===== src/rtl/img2col_reader.sv =====
// -----------------------------------------------------------------------------
// img2col_reader
//
// Walks an IMG_W x IMG_H image held in a single-port RAM and emits it as a
// stream of KSIZE x KSIZE patches (img2col), one element per transfer.
// Windows step by STRIDE in x and y. Element order: oy (outer), ox, ky, kx.
// A 2-entry output FIFO absorbs the 1-cycle RAM latency, so reads are
// throttled to keep at most two elements queued or in flight.
//
// Ports
//   clka          clock, all logic on its rising edge
//   rst_n         asynchronous active-low reset
//   start         one-cycle request to process one tensor (ignored unless idle)
//   busy          high whenever the engine is not idle
//   done          one-cycle pulse after the last element has been accepted
//   ram_ena       RAM port enable (one read per asserted cycle)
//   ram_wea       RAM write enable, always 0
//   ram_addra     RAM read address
//   ram_douta     RAM read data, valid the cycle after ram_ena
//   out_data      patch element
//   out_valid     out_data valid
//   out_ready     consumer accepts; transfer on out_valid & out_ready
//   out_win_last  element is the last of its KSIZE x KSIZE window
//   out_last      element is the last of the whole tensor
// -----------------------------------------------------------------------------
`ifndef DATA_WIDTH
`define DATA_WIDTH 8
`endif
`ifndef ADDR_SIZE
`define ADDR_SIZE 10
`endif

module img2col_reader #(
    parameter int DATA_WIDTH = `DATA_WIDTH,
    parameter int ADDR_SIZE  = `ADDR_SIZE,
    parameter int IMG_W      = 8,
    parameter int IMG_H      = 8,
    parameter int KSIZE      = 3,
    parameter int STRIDE     = 1
) (
    input  logic                  clka,
    input  logic                  rst_n,
    input  logic                  start,
    output logic                  busy,
    output logic                  done,
    output logic                  ram_ena,
    output logic                  ram_wea,
    output logic [ADDR_SIZE-1:0]  ram_addra,
    input  logic [DATA_WIDTH-1:0] ram_douta,
    output logic [DATA_WIDTH-1:0] out_data,
    output logic                  out_valid,
    input  logic                  out_ready,
    output logic                  out_win_last,
    output logic                  out_last
);

    localparam int OW = (IMG_W - KSIZE) / STRIDE + 1;
    localparam int OH = (IMG_H - KSIZE) / STRIDE + 1;
    localparam int CW = 16;

    localparam logic [CW-1:0] K_MAX  = CW'(KSIZE - 1);
    localparam logic [CW-1:0] OX_MAX = CW'(OW - 1);
    localparam logic [CW-1:0] OY_MAX = CW'(OH - 1);

    typedef enum logic [1:0] {IDLE, RUN, DRAIN, DONE} state_t;

    state_t state_reg, state_next;

    logic [CW-1:0] oy_reg, ox_reg, ky_reg, kx_reg;
    logic [CW-1:0] oy_next, ox_next, ky_next, kx_next;

    // One-stage tag pipeline that tracks the read currently in flight.
    logic pend_reg, pend_wl_reg, pend_l_reg;

    // 2-entry output FIFO.
    logic [DATA_WIDTH-1:0] fifo_data_reg [2];
    logic                  fifo_wl_reg   [2];
    logic                  fifo_l_reg    [2];
    logic                  wr_ptr_reg, rd_ptr_reg;
    logic [1:0]            count_reg;

    logic       pop;
    logic [1:0] occ;
    logic       issue;
    logic       win_end;
    logic       tensor_end;
    logic [ADDR_SIZE-1:0] addr_calc;

    assign pop = (count_reg != 2'd0) && out_ready;

    // Occupancy after this cycle's pop plus the read landing this cycle.
    // The issue rule keeps count_reg + pend_reg <= 2, so 2 bits suffice.
    assign occ   = count_reg + {1'b0, pend_reg} - {1'b0, pop};
    assign issue = (state_reg == RUN) && (occ < 2'd2);

    assign win_end    = (kx_reg == K_MAX) && (ky_reg == K_MAX);
    assign tensor_end = win_end && (ox_reg == OX_MAX) && (oy_reg == OY_MAX);

    // Arithmetic done directly at ADDR_SIZE width: identical to truncating
    // the full-precision address.
    assign addr_calc = (ADDR_SIZE'(oy_reg) * ADDR_SIZE'(STRIDE) + ADDR_SIZE'(ky_reg))
                       * ADDR_SIZE'(IMG_W)
                     + ADDR_SIZE'(ox_reg) * ADDR_SIZE'(STRIDE) + ADDR_SIZE'(kx_reg);

    assign ram_ena   = issue;
    assign ram_wea   = 1'b0;
    assign ram_addra = issue ? addr_calc : '0;

    assign busy = (state_reg != IDLE);
    assign done = (state_reg == DONE);

    assign out_valid    = (count_reg != 2'd0);
    assign out_data     = out_valid ? fifo_data_reg[rd_ptr_reg] : '0;
    assign out_win_last = out_valid & fifo_wl_reg[rd_ptr_reg];
    assign out_last     = out_valid & fifo_l_reg[rd_ptr_reg];

    // Next-state and counter logic.
    always_comb begin
        state_next = state_reg;
        oy_next    = oy_reg;
        ox_next    = ox_reg;
        ky_next    = ky_reg;
        kx_next    = kx_reg;
        case (state_reg)
            IDLE: begin
                if (start) begin
                    state_next = RUN;
                    oy_next    = '0;
                    ox_next    = '0;
                    ky_next    = '0;
                    kx_next    = '0;
                end
            end
            RUN: begin
                if (issue) begin
                    // Nested wrap: kx fastest, oy slowest. After the last
                    // element every counter has wrapped back to 0.
                    if (kx_reg == K_MAX) begin
                        kx_next = '0;
                        if (ky_reg == K_MAX) begin
                            ky_next = '0;
                            if (ox_reg == OX_MAX) begin
                                ox_next = '0;
                                oy_next = (oy_reg == OY_MAX) ? '0 : oy_reg + 1'b1;
                            end else begin
                                ox_next = ox_reg + 1'b1;
                            end
                        end else begin
                            ky_next = ky_reg + 1'b1;
                        end
                    end else begin
                        kx_next = kx_reg + 1'b1;
                    end
                    if (tensor_end) begin
                        state_next = DRAIN;
                    end
                end
            end
            DRAIN: begin
                // Leave once the final transfer happens this cycle (or
                // already happened) and nothing remains in flight.
                if (!pend_reg && (occ == 2'd0)) begin
                    state_next = DONE;
                end
            end
            DONE: begin
                state_next = IDLE;
            end
            default: begin
                state_next = IDLE;
            end
        endcase
    end

    always_ff @(posedge clka or negedge rst_n) begin
        if (!rst_n) begin
            state_reg <= IDLE;
            oy_reg    <= '0;
            ox_reg    <= '0;
            ky_reg    <= '0;
            kx_reg    <= '0;
        end else begin
            state_reg <= state_next;
            oy_reg    <= oy_next;
            ox_reg    <= ox_next;
            ky_reg    <= ky_next;
            kx_reg    <= kx_next;
        end
    end

    // Read tags and output FIFO. Window/tensor flags are captured at issue
    // time and travel with the data.
    always_ff @(posedge clka or negedge rst_n) begin
        if (!rst_n) begin
            pend_reg    <= 1'b0;
            pend_wl_reg <= 1'b0;
            pend_l_reg  <= 1'b0;
            wr_ptr_reg  <= 1'b0;
            rd_ptr_reg  <= 1'b0;
            count_reg   <= 2'd0;
            for (int i = 0; i < 2; i++) begin
                fifo_data_reg[i] <= '0;
                fifo_wl_reg[i]   <= 1'b0;
                fifo_l_reg[i]    <= 1'b0;
            end
        end else begin
            pend_reg    <= issue;
            pend_wl_reg <= issue & win_end;
            pend_l_reg  <= issue & tensor_end;
            if (pend_reg) begin
                fifo_data_reg[wr_ptr_reg] <= ram_douta;
                fifo_wl_reg[wr_ptr_reg]   <= pend_wl_reg;
                fifo_l_reg[wr_ptr_reg]    <= pend_l_reg;
                wr_ptr_reg                <= ~wr_ptr_reg;
            end
            if (pop) begin
                rd_ptr_reg <= ~rd_ptr_reg;
            end
            count_reg <= occ;
        end
    end

endmodule


===== config.mk =====
export PLATFORM = sky130hd
export DESIGN_NAME = img2col_reader
export DESIGN_NICKNAME = d
export VERILOG_FILES = /design/src/rtl/img2col_reader.sv
export SDC_FILE = /design/constraint.sdc
export NUM_CORES = 1
export LEC_CHECK = 0
export CORE_MARGIN = 1.5
export CORE_UTILIZATION = 60
export DETAILED_ROUTE_END_ITERATION = 7
export GPL_TIMING_DRIVEN = 0
export PLACE_DENSITY = 0.81
export RECOVER_POWER = 50
export SLEW_MARGIN = 20
export SYNTH_ARGS = -nofsm -noshare
export SYNTH_HDL_FRONTEND = slang
export SYNTH_SLANG_ARGS = --single-unit
export TNS_END_PERCENT = 30

===== constraint.sdc =====
create_clock -name clka -period 4.7 [get_ports clka]
set_input_delay 1.41 -clock clka [delete_from_list [all_inputs] [get_ports clka]]
set_output_delay 1.41 -clock clka [all_outputs]
set_load 0.02 [all_outputs]

-- Yosys cells after proc, flatten, opt, wreduce, memory -nomap -nowiden
Index checks and enable logic that the tools add are counted.
- register bits: 93
- logic and storage cells: 112
- $add $sub $neg: 9
- magnitude comparators: 4
- multiplexer cells: 42
- bitwise gates (word level): 8
- reductions and logical operators: 18
- eq/ne operators: 14
- operator list (operator ; count):
    16-bit 2-to-1 mux ; 15
    16-bit one-hot mux with 2 select lines ; 4
    16-bit by 1-bit adder with 16-bit output (second input constant) ; 4
    8-bit 2-to-1 mux ; 5
    16-bit by 2-bit equality test with 1-bit output (second input constant) ; 2
    16-bit by 3-bit equality test with 1-bit output (second input constant) ; 2
    10-bit adder ; 2
    16-bit bitwise mux ; 1
    10-bit 2-to-1 mux ; 1
    8-bit demux with 1-bit select ; 1
    2-bit 2-to-1 mux ; 4
    2-bit inequality test (second input constant) ; 4
    2-bit one-hot mux with 4 select lines ; 1
    4-bit AND reduction ; 2
    7-bit adder ; 1
    1-bit logical AND ; 7
    1-bit 2-to-1 mux ; 7
    2-bit by 1-bit inequality test with 1-bit output (second input constant) ; 3
    6-bit AND reduction ; 1
    2-bit nonzero test ; 3
    5-bit AND reduction ; 1
    1-bit AND ; 4
    2-bit bitwise mux ; 2
    2-bit equality test (second input constant) ; 2
    other kinds (12) ; 16

-- Longest topological paths before layout
Gate-level depths: netlist of run 1.
- depth in word-level cells: 7
- mapped depth: 14

-- Worst setup path after synthesis of run 1
OpenSTA, ideal clock, no wires.
- path type: input -> output
- start point: input out_ready
- end point: output ram_addra[3]
- cell stages on the path: 8
- data arrival time: 3.070 ns
- buffers on the path: 1
- required time: 3.290 ns
- setup slack: 0.220 ns
- path through: nor2b_1 ha_1 inv_1 ha_1 xnor3_2 nand2_1 clkbuf_1 nor3_1
- cells in the longest elaborated chain, start to end: 5
- ends and longest elaborated chain (element ; RTL line ; text):
    start: declaration ; 52 ; input logic out_ready,
    1-bit logical AND ; 89 ; assign pop = (count_reg != 2'd0) && out_ready;
    2-bit by 1-bit subtractor with 2-bit output ; 93 ; assign occ = count_reg + {1'b0, pend_reg} - {1'b0, pop};
    2-bit < comparator ; 94 ; assign issue = (state_reg == RUN) && (occ < 2'd2);
    1-bit logical AND ; 94 ;
    10-bit 2-to-1 mux ; 107 ; assign ram_addra = issue ? addr_calc : '0;
    end: declaration ; 48 ; output logic [ADDR_SIZE-1:0] ram_addra,
Every way passes these cells.

-- Worst setup path after layout of run 1
- start point: register oy_reg[1]
- end point: output ram_addra[9]
- cells in the longest elaborated chain, start to end: 4
- ends and longest elaborated chain (element ; RTL line ; text):
    start: declaration ; 69 ; logic [CW-1:0] oy_reg, ox_reg, ky_reg, kx_reg;
    start signal: assignment ; 184 ; oy_reg <= oy_next;
    7-bit adder ; 101 ; assign addr_calc = (ADDR_SIZE'(oy_reg) * ADDR_SIZE'(STRIDE) + ADDR_SIZE'(ky_reg))
    10-bit adder (2 in a row) ; 103 ; + ADDR_SIZE'(ox_reg) * ADDR_SIZE'(STRIDE) + ADDR_SIZE'(kx_reg);
    10-bit 2-to-1 mux ; 107 ;
Every way passes these cells.

==> flow_summary_export.csv, run 1 <==
group,metric,value,unit
critical_path,end_kind,"output pin",
floorplanning,die_area,10140,µm²
floorplanning,num_rows,35,
critical_path,regToRegSetupSlack,1.29,ns
floorplanning,core,9240,µm²
critical_path,cp.arrival,3.47,ns
critical_path,critical_path_required,3.29,ns
place,place_congestion,0.8846,
detailed_routing,finalWirelength,13.86,mm
critical_path,cp-endpoint,"ram_addra[9]",
sta,max_slew_margin,-0.6193,
floorplanning,die_x,100.7,µm
power_and_ir_drop,vdd_drop_max,0.4066,mV
detailed_routing,avgViaCountPerCell,6.165,
floorplanning,initial_core_util,0.6198,
global_route,grt_first_pass_wirelength,22.84,mm
clock_network,cts_sinks,93,
sta,clock_skew,0.009542,ns
detailed_routing,drtIter0Drc,304,
clock_network,cts_root_buffer,"clkbuf_8",
critical_path,path_depth,15,
final_layout,fin_area,6643,µm²
critical_path,path_cells,"ha_1 -> a21o_1 -> a21oi_2 -> o21bai_1 -> a21oi_1 -> xor2_1 -> fa_1 -> inv_2 -> ha_4 -> nor2_1 -> nor2_2 -> o41ai_4 -> xnor2_1 -> nor2_1 -> buf_4",
final_layout,nets,692,
logic_synthesis,netlist_area,5727,µm²
global_route,overflow,0,
clock_network,cts_tree,"built",
global_route,grt_pass1_vias,4734,
power_and_ir_drop,power.total,3.063,mW
outcome,outcome,"finished with violations",
global_route,grt_max_degree,49,
flow_run,drv_cap,1,
critical_path,worstSetupPathType,"flop to output pin",
sta,finalSetupViolCount,3,
clock_network,cts_hold_buf,0,
logic_synthesis,ys_seq_elements,93,
sta,period_minus_slack,4.883,ns
place,pre_cts_slack,-0.7154,ns
hold_path,hold_class,"flop to flop",
logic_synthesis,synth_cell_type_count,58,
logic_synthesis,synth_edf_count,0,
detailed_routing,wire_per_inst,17.91,µm
sta,tightest_slew,2.429,ns
critical_path,critical_path.startpoint_type,"flop",
clock_network,clock_latency,0.36,ns
clock_network,clk_path_buf_depth,2,
critical_path,crit_buf_inv,2,
critical_path,crit_family,"adder cells",
place,placed_area,6267,µm²
logic_synthesis,ys_seq_area_frac,0.4064,
critical_path,reg2reg_depth,15,
clock_network,path_clk_slew,0.09,ns
logic_synthesis,synth_area_per_cell,9.823,µm²
logic_synthesis,synth_flop_cell,"dfrtp_1",
sta,finalCritPeriodShare,1.039,
power_and_ir_drop,leakagePower,2.982,nW
global_route,antenna_found_initial,0,
critical_path,reg2reg_to,"ox_reg[6]$_DFFE_PN0P_",
final_layout,drive_gt1_frac,0.1798,
sta,hold_viol,0,
power_and_ir_drop,power_density,461.0,nW/µm²
sta,rsz0062_at_grt,"yes",
sta,fin_ws,-0.1828,ns
place,numPortBuffers,35,
logic_synthesis,synth_nets,635,
final_layout,n_antenna_cell,0,
detailed_routing,drc,0,
logic_synthesis,synthCells,583,
critical_path,critical_path.startpoint,"oy_reg[1]$_DFFE_PN0P_",
critical_path,cp_common_cell,"nor2_1",
detailed_routing,ant_nets,0,
logic_synthesis,async_flop_share,1.000,
critical_path,cpMaxStageDelayCell,"fa_1",
global_route,grtUsageTotal,0.2854,
sta,slew_violations,47,
detailed_routing,dr.pass1.iters,7,
final_layout,syn2layout_area_growth,15.99,%
place,dp_hpwl,9.458,mm
sta,holdWs,0.5075,ns
sta,tns,-0.3377,ns
outcome,violations,"max-capacitance violations, max-slew violations, negative setup slack",
floorplanning,die-height,100.7,µm
floorplanning,ios,37,
sta,fmax,204.8,MHz
detailed_routing,route.vias.total,4772,
critical_path,critPathMaxStageDelay,0.57,ns
clock_network,cts_buffers,9,
clock_network,h-tree-depth,3,
logic_synthesis,yosys_warnings,0,
critical_path,crit_fanout,3,
critical_path,rr_startpoint,"count_reg[1]$_DFF_PN0_",
## placed cells by master, fill, tap and decap left out, types with 16 or more instances in the layout
cell type	instances
a21oi_1	19
and3_1	18
buf_4	20
clkdlybuf4s50_1	22
dfrtp_1	90
ha_1	26
inv_1	19
mux2_2	21
nand2_1	39
nand3_1	20
nor2_1	50
o21ai_0	57
xnor2_1	16
xor2_1	18
## metrics by stage
| step | instances | utilization |
|---|---|---|
| after floorplan | 583 | - |
| after global placement | 747 | 0.6752 |
| after detailed placement | 748 | 0.6783 |
| after CTS | 772 | 0.7171 |
| after global routing | 774 | 0.7189 |
| final | 774 | 0.7189 |
## report_power, final
| group | leakage [nW] | switching, mW | internal (mW) | total, mW |
|---|---|---|---|---|
| registers | 1.21 | 0.111 | 0.926 | 1.04 |
| logic | 1.67 | 0.865 | 0.650 | 1.52 |
| clock network | 0.0999 | 0.287 | 0.223 | 0.509 |
## cell usage after synthesis, drive strengths merged, types with 4 or more instances
library cell	number	area, µm²
nor2	55	209.0
a31oi	6	37.54
nor2b	11	68.82
buf	8	55.05
nor3	7	35.03
nor4	13	115.1
fa	8	160.2
o31ai	15	112.6
o21ai	62	310.3
and2	4	25.02
xnor2	17	148.9
ha	32	400.4
and3	19	120.1
nand3	24	147.7
mux2i	10	100.1
or3	9	56.30
and4	7	61.31
nand2b	4	25.02
o41ai	5	70.08
inv	21	81.33
clkbuf	14	52.55
nand4	15	123.9
nand2	39	146.4
dfrtp	93	2327
mux2	22	251.5
xor2	19	166.4
a21oi	22	110.1
## routing by layer
layer | vias up | part of all wire | global-route usage
met4 | 0 | 0.028 | 0.1127
met1 | 2323 | 0.42 | 0.3772
met3 | 45 | 0.068 | 0.04369
met5 | - | 0 | 0
li1 | 2205 | - | -
met2 | 199 | 0.49 | 0.4740
## what timing repair did
item / CTS / global route
setup buffers: 8 / 2
pin swaps: 19 / 8
endpoints found under the setup margin: 11 / 11
resized for setup: 77 / 13
## final cells by class
type,instances,area [µm²]
Clock inverter,5,32.53
Tap cell,129,161.4
Fill cell,644,2597
Timing Repair Buffer,46,390.4
Clock buffer,11,151.4
Sequential cell,93,2331
Inverter,21,81.33
Multi-Input combinational cell,447,3377
Buffer,22,117.6
## logic make-up after synthesis
| group | count (synthesis) | share of synthesized area |
|---|---|---|
| AND/OR/NAND/NOR | 215 | 0.2113 |
| AO/OA/AOI/OAI | 122 | 0.1302 |
| flip-flops | 93 | 0.4064 |
| buffers and inverters | 43 | 0.03299 |
| adder cells (fa/ha/maj) | 40 | 0.09788 |
| XOR/XNOR | 37 | 0.05921 |
| multiplexers | 32 | 0.06139 |
| other | 1 | 0.0006548 |
## how the worst min path moves through the flow
stage | start | end | slack [ns] | cells after the start
2_1_floorplan | oy_reg[15]$_DFFE_PN0P_ | oy_reg[15]$_DFFE_PN0P_ | 0.44 | 1
3_3_place_gp | wr_ptr_reg$_DFFE_PN0P_ | wr_ptr_reg$_DFFE_PN0P_ | 0.48 | 1
3_5_place_dp | oy_reg[15]$_DFFE_PN0P_ | oy_reg[15]$_DFFE_PN0P_ | 0.49 | 1
4_1_cts | oy_reg[15]$_DFFE_PN0P_ | oy_reg[15]$_DFFE_PN0P_ | 0.51 | 1
5_1_grt | wr_ptr_reg$_DFFE_PN0P_ | wr_ptr_reg$_DFFE_PN0P_ | 0.52 | 1
6_report | wr_ptr_reg$_DFFE_PN0P_ | wr_ptr_reg$_DFFE_PN0P_ | 0.51 | 1
Power figures use the tool's default switching activity.
==> inputs of run 2 (changes only) <==
Settings changed: PLACE_DENSITY 0.81 to 0.77, RECOVER_POWER 50 to 100, SETUP_SLACK_MARGIN set to 0.02.
==> run 2 against run 1 <==
- the run still ends with max-capacitance violations, max-slew violations, negative setup slack left
- count of clock-buffer cells in the layout fell by 2
- via count decreased by 2.1%
- clock skew up 0.0056 ns
- highest routed layer unchanged
- core utilization hardly changed
- power decreased by 0.84%
- fmax grew 1.5%
- critical endpoint is now ram_addra[8]
- global-route usage shrank 1.3 points
- first-iteration DRC count is 29% lower
- combinational power is 3% lower
- non-clock buffer count down 1
- sequential share of layout area barely moved
==> flow_summary_export.csv, run 2 (synthesis results as in run 1) <==
group,metric,value,unit
global_route,grt_first_pass_wirelength,21.82,mm
power_and_ir_drop,p_sw_frac,0.4124,
floorplanning,die_area,10140,µm²
floorplanning,initial_core_util,0.6198,
detailed_routing,drtIter0Drc,217,
sta,finalSetupViolCount,9,
critical_path,critical_path.startpoint_type,"flop",
hold_path,holdCritStartpoint,"oy_reg[15]$_DFFE_PN0P_",
place,dp_hpwl,9.321,mm
hold_path,holdPathStages,1,
final_layout,fin_cells,773,
critical_path,regToRegSetupSlack,1.40,ns
clock_network,cts_sinks,93,
global_route,grtUsageTotal,0.2726,
detailed_routing,ant_nets,0,
floorplanning,die_x,100.7,µm
global_route,overflow,0,
clock_network,path_clk_slew,0.10,ns
critical_path,reg2reg_to,"ox_reg[9]$_DFFE_PN0P_",
final_layout,final_util,0.7193,
floorplanning,num_rows,35,
final_layout,fillCellCount,683,
clock_network,cts_hold_buf,0,
clock_network,cts_buffers,9,
detailed_routing,route.vias.total,4674,
hold_path,hold_class,"flop to flop",
floorplanning,ios,37,
power_and_ir_drop,power.total,3.037,mW
clock_network,clock_latency,0.37,ns
critical_path,crit_fanout,3,
place,dpl.cell_count,748,
final_layout,syn2layout_area_growth,16.06,%
power_and_ir_drop,switchingPower,1.252,mW
sta,tightest_slew,2.208,ns
power_and_ir_drop,p_comb_frac,0.485,
final_layout,mostFrequentLayoutCell,"dfrtp_1",
critical_path,reg2reg_depth,15,
sta,slew_violations,43,
final_layout,fin_area,6646,µm²
global_route,grt_pass1_vias,4559,
global_route,antenna_found_initial,0,
flow_run,drv_cap,1,
critical_path,cp.arrival,3.40,ns
sta,hold_viol,0,
power_and_ir_drop,vdd_drop_max,0.3383,mV
sta,fin_ws,-0.1119,ns
sta,max_slew_margin,-0.4722,
hold_path,hold_path_end,"oy_reg[15]$_DFFE_PN0P_",
power_and_ir_drop,leakagePower,2.985,nW
sta,clock_skew,0.01512,ns
detailed_routing,dr.pass1.iters,5,
clock_network,cts_tree,"built",
sta,period_minus_slack,4.812,ns
detailed_routing,finalWirelength,13.22,mm
critical_path,worstSetupPathType,"flop to output pin",
final_layout,n_antenna_cell,0,
power_and_ir_drop,clkPwrFrac,0.177,
global_route,grt_max_degree,53,
outcome,outcome,"finished with violations",
place,place_congestion,0.8609,
detailed_routing,avgViaCountPerCell,6.047,
final_layout,most-common-layout-cells,"dfrtp_1 (90), o21ai_0 (57), nor2_1 (50), nand2_1 (38), ha_1 (26)",
clock_network,h-tree-depth,3,
floorplanning,core,9240,µm²
clock_network,cts_root_buffer,"clkbuf_8",
final_layout,drive_gt1_frac,0.1755,
sta,finalCritPeriodShare,1.024,
critical_path,rr_startpoint,"count_reg[1]$_DFF_PN0_",
critical_path,critical_path_required,3.29,ns
power_and_ir_drop,seq_power_share,0.339,
outcome,violations,"max-capacitance violations, max-slew violations, negative setup slack",
detailed_routing,drc,0,
power_and_ir_drop,power_density,456.9,nW/µm²
critical_path,end_kind,"output pin",
final_layout,nets,691,
place,numPortBuffers,35,
sta,holdWs,0.4753,ns
clock_network,clk_path_buf_depth,2,
power_and_ir_drop,p_int,1.784,mW
floorplanning,die-height,100.7,µm
detailed_routing,wire_per_inst,17.10,µm
sta,fmax,207.8,MHz
place,placed_area,6267,µm²
sta,rsz0062_at_grt,"yes",
run 2: worst max path at each step:
stage | startpoint | to | slack, ns
after floorplan | out_ready | ram_addra[3] | 0.22
after global placement | rst_n | oy_reg[0]$_DFFE_PN0P_ | -1.20
after detailed placement | out_ready | ram_addra[8] | -0.78
after CTS | oy_reg[0]$_DFFE_PN0P_ | ram_addra[8] | -0.11
after global routing | oy_reg[1]$_DFFE_PN0P_ | ram_addra[9] | -0.24
final | oy_reg[0]$_DFFE_PN0P_ | ram_addra[8] | -0.11
run 2: per-layer routing:
metal | vias up | global-route usage | wire length [µm]
li1 | 2210 | - | -
met1 | 2331 | 0.3600 | 5730
met2 | 119 | 0.4605 | 6718
met3 | 14 | 0.03467 | 575
met4 | 0 | 0.1018 | 191
met5 | - | 0 | 0
run 2: power by group through the flow:
stage          sequential [mW]  combinational [mW]  clock, mW
2_1_floorplan             1.02               0.903          0
3_3_place_gp              1.03                1.36          0
3_5_place_dp              1.04                1.39          0
4_1_cts                   1.03                1.41      0.544
5_1_grt                   1.05                1.58      0.583
6_report                  1.03                1.47      0.537
run 2: metrics by stage:
step | setup slack [ns] | setup TNS (ns)
final | -0.1119 | -0.4845
after global routing | -0.2379 | -1.133
after CTS | -0.1113 | -0.2333
after detailed placement | -0.7809 | -6.928
after global placement | -1.196 | -117.40
after floorplan | 0.2203 | 0
run 2: what timing repair did:
item | CTS | global route
pin swaps | 9 | 17
gates resized for setup | 69 | 23
buffers inserted | 7 | 2
setup endpoints to repair | 11 | 11
hold endpoints to repair | 0 | 0
run 2: critical path, cell delays in order, from the launching register on:
cell and delay [ns]:
dfrtp_2 0.45, ha_4 0.17, fa_2 0.38, a21o_1 0.21, a21oi_2 0.17, xnor2_2 0.13
fa_1 0.48, ha_4 0.31, nor2_4 0.04, nor2_2 0.09, o41ai_2 0.09, xor2_1 0.17
nor2_1 0.17, buf_4 0.18
run 2: layout make-up:
cell class | count | area, µm² | area share
Buffer | 22 | 118.9 | 0.01788
Inverter | 21 | 81.33 | 0.01224
Clock buffer | 9 | 123.9 | 0.01864
Sequential cell | 93 | 2331 | 0.3507
Clock inverter | 7 | 75.07 | 0.01130
Timing Repair Buffer | 45 | 385.4 | 0.05798
Tap cell | 129 | 161.4 | 0.02428
Multi-Input combinational cell | 447 | 3369 | 0.5070
==> inputs of run 3 (changes only) <==
Settings changed: CORE_ASPECT_RATIO set to 0.6.
==> run 3 against run 2 <==
- the flow still finishes with violations (max-capacitance violations, max-slew violations, negative setup slack)
- worst hold slack better by 0.031 ns
- sequential cell count stayed put
- highest routed layer unchanged
- global-route usage up 2.6 points
- final area is 0.23% higher
- worst setup slack better by 0.077 ns
- largest cell class unchanged
- first-iteration DRC count up 120%
- critical path depth is the same
- die area increased by 0.19%
- clock power is 48% higher
- sequential power about the same
- final cell count increased by 0.65%
==> flow_summary_export.csv, run 3 (synthesis results as in run 1) <==
group,metric,value,unit
outcome,outcome,"finished with violations",
outcome,violations,"max-capacitance violations, max-slew violations, negative setup slack",
floorplanning,die_area,10160,µm²
critical_path,cp.arrival,3.33,ns
global_route,grt_pass1_vias,4543,
final_layout,drive_gt1_frac,0.1451,
clock_network,cts_root_buffer,"clkbuf_16",
power_and_ir_drop,seq_power_share,0.311,
floorplanning,die-height,78.68,µm
clock_network,cts_tree,"built",
power_and_ir_drop,p_int,2.052,mW
clock_network,clock_latency,0.35,ns
floorplanning,die_x,129.1,µm
clock_network,h-tree-depth,3,
global_route,grt_first_pass_wirelength,23.20,mm
detailed_routing,dr.pass1.iters,6,
sta,hold_viol,0,
detailed_routing,avgViaCountPerCell,6.091,
power_and_ir_drop,leakagePower,3.005,nW
global_route,antenna_found_initial,0,
floorplanning,initial_core_util,0.6209,
global_route,overflow,0,
power_and_ir_drop,p_comb_frac,0.456,
place,dp_hpwl,10.00,mm
sta,period_minus_slack,4.735,ns
global_route,grt_max_degree,53,
final_layout,fin_area,6661,µm²
sta,tightest_slew,2.152,ns
critical_path,worstSetupPathType,"flop to output pin",
detailed_routing,ant_nets,0,
power_and_ir_drop,clkPwrFrac,0.233,
clock_network,cts_buffers,9,
floorplanning,num_rows,27,
detailed_routing,drc,0,
floorplanning,ios,37,
final_layout,n_antenna_cell,0,
place,place_congestion,0.9508,
detailed_routing,wire_per_inst,18.44,µm
final_layout,mostFrequentLayoutCell,"dfrtp_1",
clock_network,path_clk_slew,0.06,ns
detailed_routing,finalWirelength,14.35,mm
hold_path,hold_class,"flop to flop",
global_route,grtUsageTotal,0.2987,
final_layout,syn2layout_area_growth,16.32,%
power_and_ir_drop,power.total,3.399,mW
critical_path,end_kind,"output pin",
final_layout,most-common-layout-cells,"dfrtp_1 (89), o21ai_0 (61), nor2_1 (51), nand2_1 (39), ha_1 (29)",
sta,rsz0062_at_grt,"yes",
sta,slew_violations,43,
place,numPortBuffers,35,
floorplanning,core,9223,µm²
place,placed_area,6269,µm²
critical_path,critical_path.startpoint_type,"flop",
flow_run,drv_cap,1,
detailed_routing,drtIter0Drc,475,
sta,max_slew_margin,-0.4344,
detailed_routing,route.vias.total,4739,
power_and_ir_drop,power_density,510.3,nW/µm²
power_and_ir_drop,vdd_drop_max,0.3066,mV
sta,fmax,211.2,MHz
sta,clock_skew,0.009870,ns
power_and_ir_drop,switchingPower,1.347,mW
critical_path,critical_path_required,3.29,ns
clock_network,clk_path_buf_depth,2,
clock_network,cts_sinks,93,
sta,fin_ws,-0.03523,ns
final_layout,nets,695,
sta,finalCritPeriodShare,1.007,
sta,finalSetupViolCount,2,
power_and_ir_drop,p_sw_frac,0.3964,
critical_path,crit_fanout,3,
run 3: cell count changes in the layout (fill, tap and decap cells not counted), moves of 8 or more:
cell / change
clkbuf_16: +10
clkdlybuf4s50_1: -13
dlygate4sd3_1: +12
clkbuf_1: +8
clkbuf_8: -9
run 3: worst paths after layout:
check                                       start                        end  slack (ns)  cells past startpoint
max in group asynchronous                   rst_n      oy_reg[0]$_DFFE_PN0P_        0.66                      2
max reg2reg                count_reg[1]$_DFF_PN0_     ox_reg[11]$_DFFE_PN0P_        0.88                     14
max                         ky_reg[0]$_DFFE_PN0P_               ram_addra[8]       -0.04                     13
min                          pend_l_reg$_DFF_PN0_  fifo_l_reg[0]$_DFFE_PN0P_        0.51                      1
min in group asynchronous                   rst_n     kx_reg[10]$_DFFE_PN0P_        1.69                      1
min reg2reg                  pend_l_reg$_DFF_PN0_  fifo_l_reg[0]$_DFFE_PN0P_        0.51                      1
run 3: timing repair:
item,CTS,global route
endpoints found under the setup margin,11,11
gates cloned,1,0
gates resized for setup,72,15
pin swaps,8,13
hold buffers,0,0
buffers inserted,5,7
run 3: cell type report:
| cell class | instances | area, µm² |
|---|---|---|
| well taps | 130 | 162.7 |
| multi-input cells | 447 | 3227 |
| inverters | 21 | 80.08 |
| fillers | 680 | 2561 |
| clock inverters | 7 | 97.59 |
| clock buffers | 9 | 225.2 |
| plain buffers | 22 | 125.1 |
| repair buffers | 49 | 411.6 |
| flip-flops and latches | 93 | 2332 |
run 3: critical path, cell delays in order (launching register included):
cell and delay (ns):
dfrtp_2 0.44, ha_4 0.17, fa_2 0.37, a21o_1 0.18, a21oi_2 0.18, xnor2_2 0.14, fa_1 0.49, ha_4 0.31
nor2_2 0.04, nor2_1 0.12, o41ai_2 0.09, xor2_1 0.14, nor2_1 0.14, buf_4 0.17
run 3: through the flow:
stage	util	TNS, ns	instances	hold WS [ns]	worst slack, ns
2_1_floorplan	-	0	583	0.4394	0.2203
3_3_place_gp	0.6766	-114.57	748	0.4738	-1.161
3_5_place_dp	0.6797	-8.012	749	0.4811	-0.8996
4_1_cts	0.7274	-0.1833	771	0.5038	-0.06959
5_1_grt	0.7223	-0.3465	778	0.5252	-0.1309
6_report	0.7223	-0.03971	778	0.5064	-0.03523
run 3: power groups by stage:
stage,Combinational [mW],Sequential [mW],Clock [mW]
after floorplan,0.903,1.02,0
after global placement,1.39,1.05,0
after detailed placement,1.44,1.06,0
after CTS,1.60,1.05,0.802
after global routing,1.65,1.07,0.830
final,1.55,1.06,0.793
run 3: metal layers:
| metal | vias to the layer above | global-route usage | share of wire |
|---|---|---|---|
| met5 | - | 0 | 0 |
| met4 | 0 | 0.07079 | 0.0087 |
| met3 | 13 | 0.07839 | 0.071 |
| met2 | 183 | 0.4282 | 0.43 |
| met1 | 2329 | 0.4494 | 0.49 |
| li1 | 2214 | - | - |
